<file path="src/rtl/arriving_airlock_if.sv">
// Door sensors, operator commands and status outputs of the arrival airlock.
// The controller takes the slave view; the environment takes the master view.
interface arriving_airlock_if;
    logic       tick;
    logic       innerPort;
    logic       outerPort;
    logic       arriving;
    logic       evac;
    logic       pressurize;
    logic [6:0] display;
    logic       outerUnlock;
    logic       innerUnlock;
    logic       busy;
    logic       fault;

    modport master (
        output tick, innerPort, outerPort, arriving, evac, pressurize,
        input  display, outerUnlock, innerUnlock, busy, fault
    );

    modport slave (
        input  tick, innerPort, outerPort, arriving, evac, pressurize,
        output display, outerUnlock, innerUnlock, busy, fault
    );
endinterface

</file>
<file path="src/rtl/arriving_airlock.sv">
// Moore controller that cycles an airlock for an arriving craft:
// announce, evacuate, dock, pressurize, let the crew through the inner door.
module arriving_airlock #(
    parameter int unsigned ANN_TICKS   = 1,
    parameter int unsigned EVAC_TICKS  = 2,
    parameter int unsigned PRESS_TICKS = 4
) (
    input logic               clock,
    input logic               rst,
    arriving_airlock_if.slave bus_io
);

    typedef enum logic [3:0] {
        StIdle, StAnnounce, StWaitEvac, StEvac, StOuterWait, StDocked,
        StWaitPress, StPress, StInnerWait, StInnerExit, StFault
    } state_e;

    localparam logic [2:0] AnnLast   = 3'(ANN_TICKS - 1);
    localparam logic [2:0] EvacLast  = 3'(EVAC_TICKS - 1);
    localparam logic [2:0] PressLast = 3'(PRESS_TICKS - 1);

    localparam logic [6:0] SegA     = 7'b0001000;
    localparam logic [6:0] SegE     = 7'b0000110;
    localparam logic [6:0] SegP     = 7'b0001100;
    localparam logic [6:0] SegF     = 7'b0001110;
    localparam logic [6:0] SegBlank = 7'b1111111;

    state_e     state_q, state_d;
    logic [2:0] cnt_q, cnt_d;

    logic tick, in_open, out_open;
    logic timed, timer_done;

    assign tick     = bus_io.tick;
    assign in_open  = bus_io.innerPort;
    assign out_open = bus_io.outerPort;

    always_ff @(posedge clock) begin
        if (rst) begin
            state_q <= StIdle;
            cnt_q   <= 3'd0;
        end else begin
            state_q <= state_d;
            cnt_q   <= cnt_d;
        end
    end

    always_comb begin
        timed      = 1'b0;
        timer_done = 1'b0;
        unique case (state_q)
            StAnnounce: begin timed = 1'b1; timer_done = tick && (cnt_q == AnnLast);   end
            StEvac:     begin timed = 1'b1; timer_done = tick && (cnt_q == EvacLast);  end
            StPress:    begin timed = 1'b1; timer_done = tick && (cnt_q == PressLast); end
            default:    ;
        endcase
    end

    always_comb begin
        state_d = state_q;
        unique case (state_q)
            StIdle:
                if (bus_io.arriving && !in_open && !out_open) state_d = StAnnounce;
            StAnnounce:
                if (timer_done) state_d = StWaitEvac;
            StWaitEvac:
                if (bus_io.evac && !in_open && !out_open) state_d = StEvac;
            StEvac:
                if (in_open || out_open) state_d = StFault;
                else if (timer_done)     state_d = StOuterWait;
            StOuterWait:
                if (in_open)       state_d = StFault;
                else if (out_open) state_d = StDocked;
            StDocked:
                if (in_open)                              state_d = StFault;
                else if (!out_open && !bus_io.arriving)   state_d = StWaitPress;
            StWaitPress:
                if (in_open)                  state_d = StFault;
                else if (out_open)            state_d = StDocked;
                else if (bus_io.pressurize)   state_d = StPress;
            StPress:
                if (in_open || out_open) state_d = StFault;
                else if (timer_done)     state_d = StInnerWait;
            StInnerWait:
                if (in_open) state_d = StInnerExit;
            StInnerExit:
                if (!in_open) state_d = StIdle;
            StFault:
                state_d = StFault;
            default:
                state_d = StFault;
        endcase
    end

    // Any state change restarts the timer, so a tick on the entering edge is never counted.
    always_comb begin
        cnt_d = cnt_q;
        if (state_d != state_q) begin
            cnt_d = 3'd0;
        end else if (timed && tick) begin
            cnt_d = cnt_q + 3'd1;
        end
    end

    logic [6:0] display;
    logic       outer_unlock, inner_unlock, busy, fault;

    always_comb begin
        display      = SegBlank;
        outer_unlock = 1'b0;
        inner_unlock = 1'b0;
        busy         = (state_q != StIdle) && (state_q != StFault);
        fault        = (state_q == StFault);
        unique case (state_q)
            StAnnounce:            display = SegA;
            StEvac:                display = SegE;
            StPress:               display = SegP;
            StFault:               display = SegF;
            StOuterWait, StDocked: outer_unlock = 1'b1;
            StInnerWait, StInnerExit: inner_unlock = 1'b1;
            default:               ;
        endcase
    end

    assign bus_io.display     = display;
    assign bus_io.outerUnlock = outer_unlock;
    assign bus_io.innerUnlock = inner_unlock;
    assign bus_io.busy        = busy;
    assign bus_io.fault       = fault;

endmodule

</file>
<file path="src/flat_wrapper.sv">
// flat-port wrapper written by rule: the top's interface ports become plain ports
module arriving_airlock_flat 
#(
    parameter int unsigned ANN_TICKS   = 1,
    parameter int unsigned EVAC_TICKS  = 2,
    parameter int unsigned PRESS_TICKS = 4
)
  (clock, rst, bus_io_tick, bus_io_innerPort, bus_io_outerPort, bus_io_arriving, bus_io_evac, bus_io_pressurize, bus_io_display, bus_io_outerUnlock, bus_io_innerUnlock, bus_io_busy, bus_io_fault);
  arriving_airlock_if bus_io_i ();
  input logic clock;
  input logic rst;
  input wire logic [$bits(bus_io_i.tick)-1:0] bus_io_tick;
  input wire logic [$bits(bus_io_i.innerPort)-1:0] bus_io_innerPort;
  input wire logic [$bits(bus_io_i.outerPort)-1:0] bus_io_outerPort;
  input wire logic [$bits(bus_io_i.arriving)-1:0] bus_io_arriving;
  input wire logic [$bits(bus_io_i.evac)-1:0] bus_io_evac;
  input wire logic [$bits(bus_io_i.pressurize)-1:0] bus_io_pressurize;
  output wire logic [$bits(bus_io_i.display)-1:0] bus_io_display;
  output wire logic [$bits(bus_io_i.outerUnlock)-1:0] bus_io_outerUnlock;
  output wire logic [$bits(bus_io_i.innerUnlock)-1:0] bus_io_innerUnlock;
  output wire logic [$bits(bus_io_i.busy)-1:0] bus_io_busy;
  output wire logic [$bits(bus_io_i.fault)-1:0] bus_io_fault;
  assign bus_io_i.tick = bus_io_tick;
  assign bus_io_i.innerPort = bus_io_innerPort;
  assign bus_io_i.outerPort = bus_io_outerPort;
  assign bus_io_i.arriving = bus_io_arriving;
  assign bus_io_i.evac = bus_io_evac;
  assign bus_io_i.pressurize = bus_io_pressurize;
  assign bus_io_display = bus_io_i.display;
  assign bus_io_outerUnlock = bus_io_i.outerUnlock;
  assign bus_io_innerUnlock = bus_io_i.innerUnlock;
  assign bus_io_busy = bus_io_i.busy;
  assign bus_io_fault = bus_io_i.fault;
  arriving_airlock #(.ANN_TICKS(ANN_TICKS), .EVAC_TICKS(EVAC_TICKS), .PRESS_TICKS(PRESS_TICKS)) u_core (.clock(clock), .rst(rst), .bus_io(bus_io_i));
endmodule
</file>
<file path="config.mk">
export PLATFORM = sky130hd
export DESIGN_NAME = arriving_airlock_flat
export DESIGN_NICKNAME = d
export VERILOG_FILES = /design/src/rtl/arriving_airlock_if.sv /design/src/rtl/arriving_airlock.sv /design/src/flat_wrapper.sv
export SDC_FILE = /design/constraint.sdc
export NUM_CORES = 1
export LEC_CHECK = 0
export ABC_CLOCK_PERIOD_IN_PS = 1500
export BUFFER_PORTS_ARGS = -buffer_cell sky130_fd_sc_hd__buf_2
export CAP_MARGIN = 20
export CORE_MARGIN = 4
export CORE_UTILIZATION = 30
export DETAILED_ROUTE_END_ITERATION = 8
export GPL_TIMING_DRIVEN = 0
export SLEW_MARGIN = 20
export SYNTH_ARGS = -nofsm -noshare
export SYNTH_HDL_FRONTEND = slang
export SYNTH_SLANG_ARGS = --single-unit
</file>
<file path="constraint.sdc">
create_clock -name clock -period 1.5 [get_ports clock]
set_clock_uncertainty 0.1 [all_clocks]
set_input_delay 0.15 -clock clock [delete_from_list [all_inputs] [get_ports clock]]
set_output_delay 0.15 -clock clock [all_outputs]
set_load 0.005 [all_outputs]
</file>
==> qor.csv, run 1 <==
stage,metric,value,unit
timing,relSlewSlack,0.785,
floorplan,die_y,55.7,um
worst_setup_path,r2r_cells,7,
detailed_routing,ant_nets,0,
yosys,synthTopCellsByArea,"dfxtp_1, nor2_1, xnor2_1, nand2_1, a21oi_1",
floorplan,fp-row-count,17,
place,gp_congestion,0.832,
pwr,intPower,364,uW
cells_and_area,area_growth,56.4,%
worst_setup_path,regToRegSetupSlack,-0.23,ns
job,maxCapViolCount,0,
detailed_routing,dr.pass1.iters,4,
pwr,p_total,503,uW
timing,timing.fmax,579,MHz
yosys,synth_warnings,0,
global_route,grt_pass1_vias,699,
place,dp_slack,-0.259,ns
detailed_routing,route.detailed.drc,0,
cells_and_area,fillers,216,
place,dp_hpwl,1410,um
floorplan,die_area,3100,um^2
yosys,syn_area,683,um^2
clock_tree,clk_pin_slew,0.05,ns
detailed_routing,wire_per_inst,13.5,um
global_route,gr-usage-all-layers,0.132,
timing,hold_viol_final,0,
cells_and_area,most-common-layout-cells,"buf_2, buf_6, nor2_1, nand2_1, buf_4",
yosys,synth.avg_cell_area,7.51,um^2
yosys,ys_seq_area_frac,0.205,
yosys,yosysTopAreaCellShare,0.205,
pwr,power_density,471,nW/um^2
global_route,grt_max_degree,11,
worst_setup_path,cp-start-kind,flop,
clock_tree,clockBufferDepth,2,
timing,setup_violations,12,
floorplan,start_util,0.312,
global_route,grt_pass1_wl,3350,um
yosys,async_flop_share,0,
hold_path,hp-class,input port to flop,
yosys,synth_ff_type,dfxtp_1,
worst_setup_path,cp.required,1.57,ns
timing,worst_pin_slew,0.320,ns
yosys,synth_cells,91,
global_route,antenna_found_initial,0,
worst_setup_path,crit_arrival,1.80,ns
cells_and_area,antenna_cells,0,
yosys,synth-edff-count,0,
detailed_routing,drtIter0Drc,10,
pwr,p_sw,139,uW
timing,timing.final.ws_setup,-0.226,ns
place,portBuffers,18,
clock_tree,cts_made_buffers,3,
worst_setup_path,criticalPathCategory,flop to flop,
pwr,sw_frac_of_total,0.277,
yosys,syn_nets,101,
cells_and_area,final_nets,131,
clock_tree,clock-sinks,7,
worst_setup_path,worstSetupEndpointType,flop,
global_route,globalRouteOverflowTotal,0,
floorplan,core_area,2190,um^2
hold_path,min_path_cells,2,
detailed_routing,totalWireLength,1990,um
timing,min_period_over_period,1.15,
pwr,p_seq_frac,0.377,
timing,rsz0062_at_grt,yes,
hold_path,hold_end,u_core.state_q[3]$_SDFF_PP0_,
clock_tree,clk_latency,0.25,ns
pwr,peakVddDrop,442,uV
detailed_routing,viasPerCell,5.20,
yosys,yosysUniqueCellTypes,35,
floorplan,die_w,55.7,um
floorplan,io_pins,19,
yosys,synth_top_area_cell,dfxtp_1,
hold_path,min_from,rst,
detailed_routing,num_vias,770,
outcome,status,"complete, but fails checks",
outcome,violations,setup timing,
worst_setup_path,cp_max_fo,10,
cells_and_area,final_common_cell,buf_2,
pwr,comb_power_share,0.285,
worst_setup_path,timing.rr.start,u_core.state_q[3]$_SDFF_PP0_,
worst_setup_path,regToRegEndpoint,u_core.cnt_q[1]$_SDFFE_PP0P_,
pwr,p_leak,0.437,nW
clock_tree,cts.htree.levels,1,
yosys,ys_ff_latch,7,
cells_and_area,drive_gt1_frac,0.542,
clock_tree,tritoncts,built,
timing,drv_slew,0,
clock_tree,clockRootBuffer,clkbuf_4,
pwr,p_clk_frac,0.337,
timing,fin_crit,1.73,ns
how the worst max path moves through the flow:
stage / end / cells past startpoint / from / slack [ns]
2_1_floorplan: u_core.cnt_q[0]$_SDFFE_PP0P_ / 7 / u_core.state_q[0]$_SDFF_PP0_ / -0.07
3_3_place_gp: u_core.cnt_q[1]$_SDFFE_PP0P_ / 6 / u_core.state_q[3]$_SDFF_PP0_ / -0.24
3_5_place_dp: u_core.cnt_q[0]$_SDFFE_PP0P_ / 6 / u_core.state_q[3]$_SDFF_PP0_ / -0.26
4_1_cts: u_core.cnt_q[0]$_SDFFE_PP0P_ / 7 / u_core.state_q[1]$_SDFF_PP0_ / -0.21
5_1_grt: u_core.cnt_q[1]$_SDFFE_PP0P_ / 7 / u_core.state_q[1]$_SDFF_PP0_ / -0.30
6_report: u_core.cnt_q[1]$_SDFFE_PP0P_ / 7 / u_core.state_q[3]$_SDFF_PP0_ / -0.23
final cells by class:
cell class,count,area (um^2),area share
clock buffer,4,26.3,0.0246
inverter,4,15.0,0.0141
timing repair buffer,26,166,0.156
tap,28,35.0,0.0328
multi-input combinational,72,597,0.559
buffer,7,75.1,0.0703
sequential,7,154,0.144
critical path: stages (launching register included):
cell and delay [ns]:
dfxtp_4 0.37, buf_6 0.14, nand4b_1 0.17, nand2_1 0.09, nand4_1 0.13, o221a_4 0.34
xnor2_4 0.14, nor3_1 0.17
synth_stat cells, types with 3 or more instances:
| master | n |
|---|---|
| xnor2_1 | 4 |
| nor2_1 | 10 |
| nor3_1 | 6 |
| o21ai_0 | 3 |
| nand2_1 | 9 |
| buf_4 | 4 |
| dfxtp_1 | 7 |
| nor2b_1 | 4 |
| and2_1 | 3 |
| a21oi_1 | 6 |
| inv_1 | 4 |
cells by family (layout without fill, tap and decap cells):
group                    Yosys count  count (layout)  share of synthesized area
flip-flops                         7               7                      0.205
buffers and inverters             12              41                      0.103
AND/OR/NAND/NOR                   45              45                      0.359
adder cells (fa/ha/maj)            2               2                     0.0366
multiplexers                       2               2                     0.0366
AO/OA/AOI/OAI                     17              17                      0.183
XOR/XNOR                           6               6                     0.0769
what timing repair did:
item                                   CTS  global route
pin swaps                                9            10
resized for setup                       24            15
hold buffers                             0             0
setup endpoints to repair               15            15
endpoints found under the hold margin    0             0
gates cloned                             1             0
setup buffers                            4             3
registers in the layout, indices dropped and copies added, names as in the netlist:
signal          count
u_core.state_q      4
u_core.cnt_q        3
through the flow:
stage / area (um^2) / setup TNS (ns) / std cells / hold slack, ns / util
2_1_floorplan: 723 / -0.240 / 91 / 0.119 / -
3_3_place_gp: 848 / -1.19 / 137 / 0.279 / 0.387
3_5_place_dp: 848 / -1.24 / 137 / 0.283 / 0.387
4_1_cts: 1000 / -1.72 / 146 / 0.00286 / 0.459
5_1_grt: 1070 / -2.40 / 148 / -0.000344 / 0.488
6_report: 1070 / -1.42 / 148 / 0.0115 / 0.488
per-layer routing:
metal,global-route usage,share of wire
met1,0.165,0.44
met2,0.206,0.48
met3,0.0580,0.085
met4,0.0313,0
met5,0,0
power by group through the flow:
stage	Clock, mW	Sequential (mW)	Combinational [mW]
floorplan	0	0.194	0.0704
global placement	0	0.194	0.106
detailed placement	0	0.194	0.107
CTS	0.179	0.191	0.138
global route	0.196	0.190	0.156
finish	0.170	0.190	0.144
Note: power is estimated with default switching activity, not from simulation.
==> run 2: changes to the inputs <==
Settings changed: CELL_PAD_IN_SITES_DETAIL_PLACEMENT set to 1, CELL_PAD_IN_SITES_GLOBAL_PLACEMENT set to 2, CORE_UTILIZATION 30 to 25, PLACE_DENSITY_LB_ADDON set to 0.1.
==> run 2 against run 1 <==
  * Register-to-register slack improved by 0.04 ns
  * Highest routed layer is now met4
  * Utilization is 3.8 points lower
  * Fmax up 2.1%
  * The flow still finishes with violations (setup timing)
  * Setup slack gained 0.036 ns
  * Cell area rose by 7.1%
  * Flip-flop and latch count is the same
  * Non-clock buffer count is 6 higher
  * Final cell count up 5.4%
  * Via count increased by 1.4%
  * Critical endpoint is now u_core.cnt_q[0]$_SDFFE_PP0P_
  * Sequential share of layout area is 0.41 points lower
  * Die area is 17% higher
  * First-iteration DRC count rose by 20%
==> qor.csv, run 2 (same netlist as run 1, synthesis figures left out) <==
stage,metric,value,unit,change
cells_and_area,drive_gt1_frac,0.587,,+0.0456
timing,rsz0062_at_grt,yes,,
worst_setup_path,cp_max_fo,8,,-2
place,dp_slack,-0.318,ns,-0.0592 ns
worst_setup_path,criticalPathCategory,flop to flop,,
clock_tree,cts_made_buffers,3,,unchanged
floorplan,core_area,2540,um^2,+16%
detailed_routing,ant_nets,0,,unchanged
clock_tree,clock-sinks,7,,unchanged
clock_tree,clk_latency,0.26,ns,about the same
clock_tree,cts_hold_buf,0,,unchanged
worst_setup_path,crit_arrival,1.78,ns,-0.02 ns
place,dp_hpwl,1640,um,+17%
timing,hold_viol_final,0,,unchanged
detailed_routing,viasPerCell,5.01,,-3.8%
worst_setup_path,regToRegEndpoint,u_core.cnt_q[0]$_SDFFE_PP0P_,,
floorplan,io_pins,19,,unchanged
floorplan,die_y,60.3,um,+8.2%
floorplan,die_w,60.3,um,+8.2%
floorplan,start_util,0.268,,-0.0434
timing,setup_violations,13,,+1
timing,fin_crit,1.69,ns,-0.0356 ns
pwr,peakVddDrop,333,uV,-25%
worst_setup_path,path_cells,buf_6 -> nand3b_1 -> a32oi_4 -> nor2_4 -> o221a_4 -> xnor2_4 -> nor3_2,,
cells_and_area,final_nets,137,,+4.6%
global_route,gr-usage-all-layers,0.131,,-0.00122
timing,finalHoldWorstSlack,0.00457,ns,-0.00689 ns
timing,drv_slew,0,,unchanged
global_route,grt_pass1_wl,3640,um,+8.4%
worst_setup_path,cpLargestDelayFamily,compound AO/OA/AOI/OAI gates,,
cells_and_area,most-common-layout-cells,"buf_2, buf_4, buf_6",,
timing,timing.fmax,592,MHz,+2.1%
pwr,p_leak,0.473,nW,+8.3%
worst_setup_path,worstSetupEndpointType,flop,,
worst_setup_path,crit_path_max_incr_delay,0.37,ns,about the same
detailed_routing,num_vias,781,,+1.4%
clock_tree,tritoncts,built,,
timing,worst_pin_slew,0.314,ns,-0.00558 ns
cells_and_area,fillers,309,,+43%
floorplan,die_area,3630,um^2,+17%
pwr,power_density,455,nW/um^2,-3.4%
worst_setup_path,cp.buffers_inverters,1,,unchanged
job,maxCapViolCount,0,,unchanged
hold_path,hp-class,input port to flop,,
hold_path,min_from,rst,,
place,gp_congestion,0.700,,-16%
timing,timing.final.ws_setup,-0.190,ns,+0.0356 ns
worst_setup_path,slowest_stage,dfxtp_4,,
clock_tree,cts.htree.levels,1,,unchanged
place,portBuffers,18,,unchanged
worst_setup_path,timing.rr.start,u_core.state_q[1]$_SDFF_PP0_,,
timing,fin_setup_tns,-1.60,ns,-0.189 ns
global_route,antenna_found_initial,0,,unchanged
detailed_routing,totalWireLength,2190,um,+9.7%
hold_path,min_path_cells,2,,unchanged
cells_and_area,reg_top3,"u_core.state_q: 4 flops, u_core.cnt_q: 3 flops",,
cells_and_area,largest_reg_flops,4,,unchanged
clock_tree,clockBufferDepth,2,,unchanged
cells_and_area,antenna_cells,0,,unchanged
worst_setup_path,cp-startpoint,u_core.state_q[1]$_SDFF_PP0_,,
global_route,grt_pass1_vias,799,,+14%
hold_path,hold_end,u_core.state_q[0]$_SDFF_PP0_,,
clock_tree,clockRootBuffer,clkbuf_4,,
worst_setup_path,regToRegSetupSlack,-0.19,ns,+0.04 ns
clock_tree,clk_pin_slew,0.06,ns,about the same
floorplan,fp-row-count,18,,+1
timing,relSlewSlack,0.789,,+0.00375
outcome,violations,setup timing,,
detailed_routing,route.detailed.drc,0,,unchanged
global_route,globalRouteOverflowTotal,0,,unchanged
timing,min_period_over_period,1.13,,-0.0238
worst_setup_path,cp.required,1.59,ns,+0.02 ns
global_route,grt_max_degree,11,,unchanged
cells_and_area,largest-register,u_core.state_q,,
detailed_routing,dr.pass1.iters,4,,unchanged
worst_setup_path,r2r_cells,7,,unchanged
detailed_routing,wire_per_inst,14.0,um,+4.1%
cells_and_area,area_growth,67.6,%,
worst_setup_path,cp-start-kind,flop,,
outcome,status,"complete, but fails checks",,
detailed_routing,drtIter0Drc,12,,+2
-- run 2: cell types whose count changed in the layout (fill, tap and decap cells not counted), moves of 2 or more --
cell     previous run  this run
buf_2              16        14
buf_4               7        14
dfxtp_4             3         5
nor2_2              1         3
-- run 2: worst max path at each step --
| stage | end | cells after the start |
|---|---|---|
| after detailed placement | u_core.cnt_q[1]$_SDFFE_PP0P_ | 6 |
| after CTS | u_core.cnt_q[0]$_SDFFE_PP0P_ | 7 |
| final | u_core.cnt_q[0]$_SDFFE_PP0P_ | 7 |
| after floorplan | u_core.cnt_q[0]$_SDFFE_PP0P_ | 7 |
| after global routing | u_core.cnt_q[2]$_SDFFE_PP0P_ | 7 |
| after global placement | u_core.cnt_q[1]$_SDFFE_PP0P_ | 6 |
-- run 2: layer usage --
metal / vias up / global-route usage / share of wire
li1: 390 / - / -
met2: 14 / 0.228 / 0.48
met4: 0 / 0.0285 / 0.0073
met1: 375 / 0.169 / 0.48
met5: - / 0 / 0
met3: 2 / 0.0151 / 0.037
-- run 2: worst reg2reg max path, stage by stage, from the launching register on --
cell      delay, ns
dfxtp_4        0.37
buf_6          0.14
nand3b_1       0.14
a32oi_4        0.23
nor2_4         0.09
o221a_4        0.26
xnor2_4        0.15
nor3_2         0.16
-- run 2: metrics by stage --
| stage | instances | util | total power [mW] | area [um^2] |
|---|---|---|---|---|
| floorplan | 91 | - | 0.265 | 723 |
| global placement | 139 | 0.334 | 0.303 | 851 |
| detailed placement | 139 | 0.334 | 0.305 | 851 |
| CTS | 152 | 0.413 | 0.519 | 1050 |
| global route | 156 | 0.450 | 0.551 | 1140 |
| finish | 156 | 0.450 | 0.521 | 1140 |
-- run 2: final cells by class --
type	count	area, um^2	area share
sequential	7	160	0.140
buffer	6	67.6	0.0590
inverter	4	15.0	0.0131
clock buffer	4	26.3	0.0230
timing repair buffer	33	231	0.202
tap	30	37.5	0.0328
multi-input combinational	72	607	0.530
-- run 2: report_power, final --
part / internal, mW / switching [mW]
Clock: 0.102 / 0.0783
Combinational: 0.0842 / 0.0694
Sequential: 0.182 / 0.00523
-- run 2: repair_timing --
action	in CTS	in global routing
setup endpoints to repair	14	15
gates resized for setup	28	19
pin swaps	11	5
setup buffers	10	5
==> run 3: changes to the inputs <==
Settings changed: CORE_UTILIZATION 25 to 26, CTS_BUF_LIST set to sky130_fd_sc_hd__clkbuf_8.
==> run 3 against run 2 <==
  * Wire length rose by 4.3%
  * Utilization rose by 3.0 points
  * The run still ends with setup timing left
  * Highest routed layer is now met3
  * Cell area rose by 4.7%
  * Combinational power barely moved
  * Critical path depth did not move
  * First-iteration DRC count fell by 42%
==> qor.csv, run 3 (same netlist as run 1, synthesis figures left out) <==
stage,metric,value,unit,change
outcome,status,"complete, but fails checks",,
outcome,violations,setup timing,,
clock_tree,tritoncts,built,,
place,gp_congestion,0.737,,+5.3%
job,maxCapViolCount,0,,unchanged
cells_and_area,regArea,149,um^2,-7.0%
hold_path,min_path_cells,2,,unchanged
worst_setup_path,slowest_stage,dfxtp_2,,
worst_setup_path,cpLargestDelayFamily,compound AO/OA/AOI/OAI gates,,
detailed_routing,ant_nets,0,,unchanged
clock_tree,clock-sinks,7,,unchanged
clock_tree,clk_pin_slew,0.04,ns,-0.02 ns
floorplan,fp-row-count,18,,unchanged
timing,rsz0062_at_grt,yes,,
cells_and_area,final_area,1200,um^2,+4.7%
clock_tree,cts_made_buffers,3,,unchanged
clock_tree,cts_hold_buf,0,,unchanged
global_route,globalRouteOverflowTotal,0,,unchanged
timing,timing.final.ws_setup,-0.249,ns,-0.0581 ns
timing,hold_viol_final,0,,unchanged
timing,setup_violations,10,,-3
pwr,power_density,496,nW/um^2,+9.1%
cells_and_area,reg_top3,"u_core.state_q: 4 flops, u_core.cnt_q: 3 flops",,
hold_path,min_from,rst,,
place,portBuffers,18,,unchanged
global_route,grtUsageMet1,0.187,,+0.0172
worst_setup_path,worstSetupEndpointType,flop,,
floorplan,die_y,59.3,um,-1.7%
pwr,p_leak,0.486,nW,+2.8%
detailed_routing,num_vias,769,,-1.5%
timing,timing.fmax,572,MHz,-3.3%
worst_setup_path,r2r_cells,7,,unchanged
detailed_routing,dr.pass1.iters,3,,-1
floorplan,io_pins,19,,unchanged
hold_path,hp-class,input port to flop,,
cells_and_area,largest-register,u_core.state_q,,
clock_tree,clockBufferDepth,2,,unchanged
cells_and_area,multi_input_area,644,um^2,+6.2%
global_route,antenna_found_initial,0,,unchanged
worst_setup_path,timing.rr.start,u_core.state_q[0]$_SDFF_PP0_,,
cells_and_area,final_nets,137,,unchanged
detailed_routing,viasPerCell,4.93,,-1.5%
global_route,use_met3,0.0131,,-0.00205
cells_and_area,most-common-layout-cells,"buf_2, buf_4, buf_6",,
floorplan,start_util,0.273,,+0.00484
cells_and_area,drive_gt1_frac,0.619,,+0.0317
detailed_routing,drtIter0Drc,7,,-5
pwr,peakVddDrop,527,uV,+58%
global_route,grt_util_met2,0.232,,+0.00405
worst_setup_path,path_cells,buf_6 -> and2b_4 -> a32oi_4 -> nor2_4 -> o221ai_2 -> o2111ai_2 -> nor3_1,,
worst_setup_path,cp.buffers_inverters,1,,unchanged
global_route,gr-usage-all-layers,0.138,,+0.00783
timing,worst_pin_slew,0.338,ns,+0.0239 ns
timing,relSlewSlack,0.772,,-0.0167
place,dp_hpwl,1570,um,-4.1%
worst_setup_path,regToRegEndpoint,u_core.cnt_q[0]$_SDFFE_PP0P_,,
detailed_routing,wire_per_inst,14.6,um,+4.3%
floorplan,core_area,2500,um^2,-1.8%
cells_and_area,fillers,311,,+0.65%
clock_tree,clk_latency,0.22,ns,-0.04 ns
clock_tree,clockRootBuffer,clkbuf_8,,
place,place_area,851,um^2,unchanged
worst_setup_path,cp.required,1.54,ns,-0.05 ns
cells_and_area,antenna_cells,0,,unchanged
timing,drv_slew,0,,unchanged
worst_setup_path,criticalPathCategory,flop to flop,,
worst_setup_path,regToRegSetupSlack,-0.25,ns,-0.06 ns
timing,min_period_over_period,1.17,,+0.0387
timing,fin_crit,1.75,ns,+0.0581 ns
cells_and_area,largest_reg_flops,4,,unchanged
detailed_routing,totalWireLength,2280,um,+4.3%
pwr,p_total,595,uW,+14%
worst_setup_path,crit_arrival,1.79,ns,about the same
floorplan,die_area,3510,um^2,-3.3%
worst_setup_path,cp-start-kind,flop,,
clock_tree,cts.htree.levels,1,,unchanged
hold_path,hold_end,u_core.state_q[1]$_SDFF_PP0_,,
global_route,grt_pass1_wl,3710,um,+1.9%
worst_setup_path,cp_max_fo,8,,unchanged
global_route,grt_max_degree,11,,unchanged
floorplan,die_w,59.3,um,-1.7%
cells_and_area,final_common_cell,buf_2,,
worst_setup_path,crit_path_max_incr_delay,0.31,ns,-0.06 ns
global_route,busiest_layer,met2,,
cells_and_area,area_growth,75.5,%,
detailed_routing,route.detailed.drc,0,,unchanged
global_route,grt_pass1_vias,784,,-1.9%
[run 3: cell count changes in the layout (fill, tap and decap cells not counted), moves of 3 or more]
cell	before	now
dfxtp_2	1	4
dfxtp_4	5	1
clkbuf_4	4	0
clkbuf_8	0	3
[run 3: layout make-up]
class | count | area share
plain buffers | 8 | 0.0804
clock buffers | 3 | 0.0344
clock inverters | 1 | 0.00313
inverters | 4 | 0.0125
multi-input cells | 72 | 0.538
flip-flops and latches | 7 | 0.124
well taps | 30 | 0.0313
repair buffers | 31 | 0.176
[run 3: worst max-delay path by stage]
stage                                       from                      endpoint  cells past startpoint
floorplan           u_core.state_q[0]$_SDFF_PP0_  u_core.cnt_q[0]$_SDFFE_PP0P_                      7
detailed placement  u_core.state_q[2]$_SDFF_PP0_  u_core.cnt_q[0]$_SDFFE_PP0P_                      6
global route        u_core.state_q[0]$_SDFF_PP0_  u_core.cnt_q[0]$_SDFFE_PP0P_                      7
global placement    u_core.state_q[2]$_SDFF_PP0_  u_core.cnt_q[2]$_SDFFE_PP0P_                      6
finish              u_core.state_q[0]$_SDFF_PP0_  u_core.cnt_q[0]$_SDFFE_PP0P_                      7
CTS                 u_core.cnt_q[0]$_SDFFE_PP0P_  u_core.cnt_q[0]$_SDFFE_PP0P_                      7
[run 3: through the flow]
| stage | hold WS, ns | instances | setup slack, ns | util | setup TNS, ns |
|---|---|---|---|---|---|
| 6_report | 0.0464 | 156 | -0.249 | 0.479 | -1.48 |
| 5_1_grt | 0.0532 | 156 | -0.325 | 0.479 | -2.33 |
| 4_1_cts | 0.0432 | 151 | -0.206 | 0.412 | -1.71 |
| 3_5_place_dp | 0.290 | 139 | -0.362 | 0.340 | -1.58 |
| 3_3_place_gp | 0.283 | 139 | -0.348 | 0.340 | -1.48 |
| 2_1_floorplan | 0.119 | 91 | -0.0694 | - | -0.240 |
[run 3: power breakdown]
part	switching [mW]	leakage [nW]	total, mW	internal, mW
registers	0.00179	0.0593	0.190	0.189
clock network	0.0752	0.0269	0.251	0.176
logic	0.0729	0.400	0.153	0.0803
[run 3: what timing repair did]
| action | in CTS | in global routing |
|---|---|---|
| pin swaps | 7 | 18 |
| resized for setup | 16 | 33 |
| setup buffers | 8 | 5 |
| endpoints found under the setup margin | 14 | 15 |
[run 3: routing by layer]
| metal | share of wire | wire length, um |
|---|---|---|
| met1 | 0.46 | 1060 |
| met2 | 0.51 | 1160 |
| met3 | 0.025 | 58 |
| met4 | 0 | 0 |
| met5 | 0 | 0 |
